--- src/rtl/bus_pkg.sv ---
// Shared types and helpers for the memory-bus fabric: transaction state
// enum, default error read data and the packed base/limit slot accessor.
package bus_pkg;

    typedef enum logic [1:0] {
        ST_IDLE   = 2'd0,
        ST_ACTIVE = 2'd1,
        ST_ERROR  = 2'd2
    } bus_state_e;

    localparam logic [31:0] BUS_ERR_RDATA_DEFAULT = 32'hDEAD_BEEF;
    localparam int          BUS_MAX_SLAVES        = 16;

    // Extract 32-bit slot i from a packed address table.
    function automatic logic [31:0] bus_slot(
        input logic [32*BUS_MAX_SLAVES-1:0] vec,
        input int                           i
    );
        return vec[32*i +: 32];
    endfunction

endpackage

--- src/rtl/bus_addr_decode.sv ---
// Combinational priority address decoder; lowest matching slot wins.
// Ports: mem_addr in, hit out (any slot matched), idx out (winning slot).
module bus_addr_decode
    import bus_pkg::*;
#(
    parameter int                          NUM_SLAVES  = 8,
    parameter logic [32*NUM_SLAVES-1:0]    SLAVE_BASE  = '0,
    parameter logic [32*NUM_SLAVES-1:0]    SLAVE_LIMIT = '0,
    parameter int                          IDX_W       = 3
) (
    input  logic [31:0]      mem_addr,
    output logic             hit,
    output logic [IDX_W-1:0] idx
);

    localparam logic [32*BUS_MAX_SLAVES-1:0] BASE_X  =
        (32*BUS_MAX_SLAVES)'(SLAVE_BASE);
    localparam logic [32*BUS_MAX_SLAVES-1:0] LIMIT_X =
        (32*BUS_MAX_SLAVES)'(SLAVE_LIMIT);

    // Scan from the top so the lowest index is written last and wins.
    // A slot with base == limit can never match.
    always_comb begin
        hit = 1'b0;
        idx = '0;
        for (int i = NUM_SLAVES - 1; i >= 0; i--) begin
            if ((mem_addr >= bus_slot(BASE_X, i)) &&
                (mem_addr <  bus_slot(LIMIT_X, i))) begin
                hit = 1'b1;
                idx = i[IDX_W-1:0];
            end
        end
    end

endmodule

--- src/rtl/mem_bus_fabric.sv ---
// picorv32 native memory port to NUM_SLAVES slave interconnect with
// registered decode, unmapped/timeout errors and a sticky error irq.
// Ports: CPU side mem_valid/addr/wstrb -> mem_ready/rdata; slave side
// slave_sel -> slave_ready/rdata; error side err_clr -> bus_err/err_irq/
// err_addr. Define BUS_TIMEOUT_EN to build the slave-stall timeout.
module mem_bus_fabric
    import bus_pkg::*;
#(
    parameter int                       NUM_SLAVES     = 8,
    parameter logic [32*NUM_SLAVES-1:0] SLAVE_BASE     = '0,
    parameter logic [32*NUM_SLAVES-1:0] SLAVE_LIMIT    = '0,
    parameter int                       TIMEOUT_CYCLES = 256,
    parameter logic [31:0]              ERR_RDATA      = BUS_ERR_RDATA_DEFAULT
) (
    input  logic                       clk,
    input  logic                       reset_n,
    input  logic                       mem_valid,
    input  logic [31:0]                mem_addr,
    input  logic [3:0]                 mem_wstrb,
    output logic                       mem_ready,
    output logic [31:0]                mem_rdata,
    output logic [NUM_SLAVES-1:0]      slave_sel,
    input  logic [NUM_SLAVES-1:0]      slave_ready,
    input  logic [32*NUM_SLAVES-1:0]   slave_rdata,
    input  logic                       err_clr,
    output logic                       bus_err,
    output logic                       err_irq,
    output logic [31:0]                err_addr
);

    localparam int IDX_W = (NUM_SLAVES > 1) ? $clog2(NUM_SLAVES) : 1;

    bus_state_e            state_q, state_d;
    logic [NUM_SLAVES-1:0] sel_q, sel_d;
    logic [IDX_W-1:0]      idx_q, idx_d;
    logic                  err_irq_q, err_irq_d;
    logic [31:0]           err_addr_q, err_addr_d;

    logic                  dec_hit;
    logic [IDX_W-1:0]      dec_idx;
    logic                  cur_ready;
    logic [31:0]           cur_rdata;
    logic                  timeout;
    logic                  wstrb_unused;

    // Write strobes go straight to the slaves outside this block.
    assign wstrb_unused = ^mem_wstrb;

    bus_addr_decode #(
        .NUM_SLAVES  (NUM_SLAVES),
        .SLAVE_BASE  (SLAVE_BASE),
        .SLAVE_LIMIT (SLAVE_LIMIT),
        .IDX_W       (IDX_W)
    ) u_decode (
        .mem_addr (mem_addr),
        .hit      (dec_hit),
        .idx      (dec_idx)
    );

    always_comb begin
        cur_ready = 1'b0;
        cur_rdata = '0;
        for (int i = 0; i < NUM_SLAVES; i++) begin
            if (idx_q == i[IDX_W-1:0]) begin
                cur_ready = slave_ready[i];
                cur_rdata = slave_rdata[32*i +: 32];
            end
        end
    end

`ifdef BUS_TIMEOUT_EN
    localparam int CNT_W = $clog2(TIMEOUT_CYCLES + 1);

    logic [CNT_W-1:0] cnt_q, cnt_d;

    // cnt_q counts completed stall cycles, so it equals
    // TIMEOUT_CYCLES-1 during the last permitted ACTIVE cycle.
    assign timeout = (cnt_q >= CNT_W'(TIMEOUT_CYCLES - 1));

    always_comb begin
        cnt_d = cnt_q;
        if (state_q != ST_ACTIVE) begin
            cnt_d = '0;
        end else if (cnt_q != CNT_W'(TIMEOUT_CYCLES)) begin
            cnt_d = cnt_q + 1'b1;
        end
    end

    always_ff @(posedge clk or negedge reset_n) begin
        if (!reset_n) begin
            cnt_q <= '0;
        end else begin
            cnt_q <= cnt_d;
        end
    end
`else
    localparam int TIMEOUT_UNUSED = TIMEOUT_CYCLES;

    assign timeout = 1'b0;
`endif

    always_comb begin
        state_d   = state_q;
        sel_d     = sel_q;
        idx_d     = idx_q;
        mem_ready = 1'b0;
        mem_rdata = '0;
        bus_err   = 1'b0;
        unique case (state_q)
            ST_IDLE: begin
                if (mem_valid) begin
                    if (dec_hit) begin
                        state_d = ST_ACTIVE;
                        idx_d   = dec_idx;
                        sel_d   = NUM_SLAVES'(1) << dec_idx;
                    end else begin
                        state_d = ST_ERROR;
                    end
                end
            end
            ST_ACTIVE: begin
                mem_ready = mem_valid & cur_ready;
                mem_rdata = cur_rdata;
                // Ready in the final permitted cycle beats the timeout.
                if (!mem_valid || cur_ready) begin
                    state_d = ST_IDLE;
                    sel_d   = '0;
                end else if (timeout) begin
                    state_d = ST_ERROR;
                    sel_d   = '0;
                end
            end
            ST_ERROR: begin
                mem_ready = mem_valid;
                mem_rdata = ERR_RDATA;
                bus_err   = 1'b1;
                state_d   = ST_IDLE;
            end
            default: begin
                state_d = ST_IDLE;
                sel_d   = '0;
            end
        endcase
    end

    // A new error wins over a simultaneous clear.
    always_comb begin
        err_irq_d  = (state_q == ST_ERROR) | (err_irq_q & ~err_clr);
        err_addr_d = (state_q == ST_ERROR) ? mem_addr : err_addr_q;
    end

    always_ff @(posedge clk or negedge reset_n) begin
        if (!reset_n) begin
            state_q    <= ST_IDLE;
            sel_q      <= '0;
            idx_q      <= '0;
            err_irq_q  <= 1'b0;
            err_addr_q <= '0;
        end else begin
            state_q    <= state_d;
            sel_q      <= sel_d;
            idx_q      <= idx_d;
            err_irq_q  <= err_irq_d;
            err_addr_q <= err_addr_d;
        end
    end

    assign slave_sel = sel_q;
    assign err_irq   = err_irq_q;
    assign err_addr  = err_addr_q;

endmodule

--- config.mk ---
export PLATFORM = sky130hd
export DESIGN_NAME = mem_bus_fabric
export DESIGN_NICKNAME = d
export VERILOG_FILES = /design/src/rtl/bus_pkg.sv /design/src/rtl/bus_addr_decode.sv /design/src/rtl/mem_bus_fabric.sv
export SDC_FILE = /design/constraint.sdc
export NUM_CORES = 1
export LEC_CHECK = 0
export BUFFER_PORTS_ARGS = -buffer_cell sky130_fd_sc_hd__buf_2
export CORE_AREA = 5 5 146 148
export CTS_BUF_LIST = sky130_fd_sc_hd__clkbuf_4
export DETAILED_ROUTE_END_ITERATION = 8
export DIE_AREA = 0 0 151 153
export MAX_ROUTING_LAYER = met4
export SYNTH_ARGS = -nofsm -noshare
export SYNTH_HDL_FRONTEND = slang
export SYNTH_SLANG_ARGS = --single-unit
--- constraint.sdc ---
create_clock -name clk -period 2.2 [get_ports clk]
set_clock_uncertainty 0.1 [all_clocks]
set_input_delay 0.55 -clock clk [delete_from_list [all_inputs] [get_ports clk]]
set_output_delay 0.55 -clock clk [all_outputs]
set_load 0.01 [all_outputs]
==> reports/results.md <==
| Parameter | This run |
|:---|:---|
| CP Cell Sequence | and2_1 -> buf_2 |
| Synthesized area per cell | 14.8 um2 |
| Nature of the critical path startpoint | flop |
| Yosys warning total | 0 |
| Effective utilization at floorplan | 8.55% |
| Area growth syn-to-layout | 37.3% |
| Chip width | 151 um |
| Maximum vdd drop | 0.304 mV |
| TritonRoute pass-1 iters | 4 |
| Core outline area | 19900 um2 |
| Type of destination of the critical path | output port |
| DRC violations left | 0 |
| Total power per unit cell area | 770 nW/um2 |
| Yosys reg bits | 34 |
| Proportion of synthesized chip area in sequential cells | 50.0% |
| Type of the worst setup path | flop to output port |
| Crit-path slowest cell | dfrtp_2 |
| Library cells used by synthesis | 11 |
| Cts bufs inserted | 5 |
| Crit path max-delay family | flip-flops |
| Post-cts resize count | 0 |
| Routed via count divided by cell count | 2.16 |
| Worst slew margin | 61.5% |
| Critical path required time | 1.55 ns |
| Slowest stage delay, CP | 0.60 ns |
| Clock root cell | clkbuf_4 |
| CTS Buffer Depth | 2 |
| Chip Height | 153 um |
| Port-buffer cells | 94 |
| Antenna-violating nets left | 0 |
| Number of filler cells placed in the layout | 2311 |
| Reported leakage power | 1.15 nW |
| Total area of multi-input combinational cells | 542 um2 |
| Deepest level of the CTS H-tree | 2 |
| Final setup fails | 0 |
| Buffers & Inverters on Critical Path | 1 |
| Synth area leaders | dfrtp_1 (50%), mux2_4 (24%), buf_4 (18%) |
| Via Count | 1000 |
| Setup bufs post-CTS | 0 |
| Share of post-route cells with drive strength above 1 | 72.3% |
| Detailed router's first-iteration violation count | 6 |
| Outcome | completed |
| Hold WC Path Type | primary input to asynchronous set/reset pin |
| Maximum clock rate | 0.519 GHz |
| Most area-hungry cell type in the Yosys netlist | dfrtp_1 |
| Signal arrival time at the worst endpoint | 1.28 ns |
| Initial antenna violation count | 0 |
| TritonCTS clock tree | done |
| Reg2reg setup slack | 0.55 ns |
| Max-slew violation count | 0 |
| Hold slack final | 0.0760 ns |
| Final Hold Viols | 0 |
| Hold buffers post-CTS | 0 |
| I/O Pins | 379 |
| Minimum period implied by the final worst setup slack | 1.93 ns |
| Grt ovf | 0 |
| First-pass GRT wire length | 5990 um |
| Total GRT Usage | 3.62% |
| Worst Tran Pin Value | 0.578 ns |
| Unrepaired setup endpoints after global routing | no |
| Number of nets in the final layout | 494 |
| Netlist Area Pre-Place | 1700 um2 |
| Commonest cells after routing, fill and taps aside | buf_2 (94), dfrtp_1 (33), mux2_4 (27), conb_1 (16) |
| Final-layout setup total negative slack | 0 ns |
| Yosys top cell area share | 50.0% |
| Total die area | 23100 um2 |
| Half-perimeter wire length of the detailed placement result | 3110 um |
| Syn Inst Count | 115 |
| Latest clock arrival within the worst-skew pair | 0.36 ns |
| Wire per inst | 8.78 um |
| Clock Sinks | 34 |
| Number of placement rows | 52 |
| Post-route clock period utilization | 87.7% |
| MaxCap Viol Count | 0 |
| Routability congestion estimate | 0.627 |
| Worst Path Max Fanout | 28 |
| Clock transition at the registers of the reported paths | 0.14 ns |
| Most frequent standard cell in the layout excluding fill and tap cells | buf_2 |
| Largest net degree at the start of global routing | 29 |
| Number of global-route vias before repair | 1051 |
| Total wire length after detailed routing | 4060 um |
| Sequential cell area | 852 um2 |
[path summary, 6_finish.rpt]
path	startpoint	cells after the start	to
setup / recovery	state_q[1]	2	mem_ready
hold / removal	reset_n	1	err_addr[18]
setup reg to reg	state_q[1]	2	err_addr[26]
hold reg to reg	err_irq	1	err_irq
max in group asynchronous	reset_n	2	err_addr[0]
min in group clk	mem_addr[21]	2	err_addr[21]
[cell families after synthesis]
group,Yosys count,share of synthesized area (%)
compound gates,1,0.441
buf+inv,45,21.5
flops,34,50.0
mux,32,27.1
other cells,1,0.220
simple gates,2,0.735
[Yosys cell counts, drive strengths merged]
library cell	instances
conb	1
buf	44
inv	1
nor2b	1
a21o	1
dfrtp	34
and2	1
mux2	32
[state kept, by name, indices dropped and copies added, names as in the netlist]
register	flops
state_q	1
err_irq	1
err_addr	32
[layer usage]
| metal | up-vias | track usage [%] | part of all wire, % |
|---|---|---|---|
| li1 | 470 | - | - |
| met1 | 465 | 3.98 | 40 |
| met2 | 59 | 5.72 | 48 |
| met3 | 6 | 1.98 | 11 |
| met4 | 0 | 0.907 | 1.0 |
| met5 | - | - | 0 |
[power breakdown]
part           switching, mW  internal [mW]  leakage, nW
combinational          0.191          0.226        0.697
sequential            0.0531          0.715        0.397
clock                  0.260          0.355       0.0554
[metrics by stage]
step	setup slack (ns)	cells	area, um2	util [%]	power (mW)
6_report	0.271	462	2340	11.7	1.80
5_1_grt	0.113	461	2330	11.7	1.91
3_5_place_dp	0.541	453	2230	11.2	1.21
2_1_floorplan	0.243	130	1760	-	1.08
4_1_cts	0.201	461	2330	11.7	1.85
3_3_place_gp	0.577	453	2230	11.2	1.20
[final cells by class]
cell class                 count  area share, %
tap                          270           14.5
multi-input combinational     51           23.2
clock buffer                   5           1.61
sequential                    34           36.5
inverter                       1          0.161
timing repair buffer          97           21.1
antenna                        1          0.107
clock inverter                 3           2.94
Note: power is estimated with default switching activity, not from simulation.
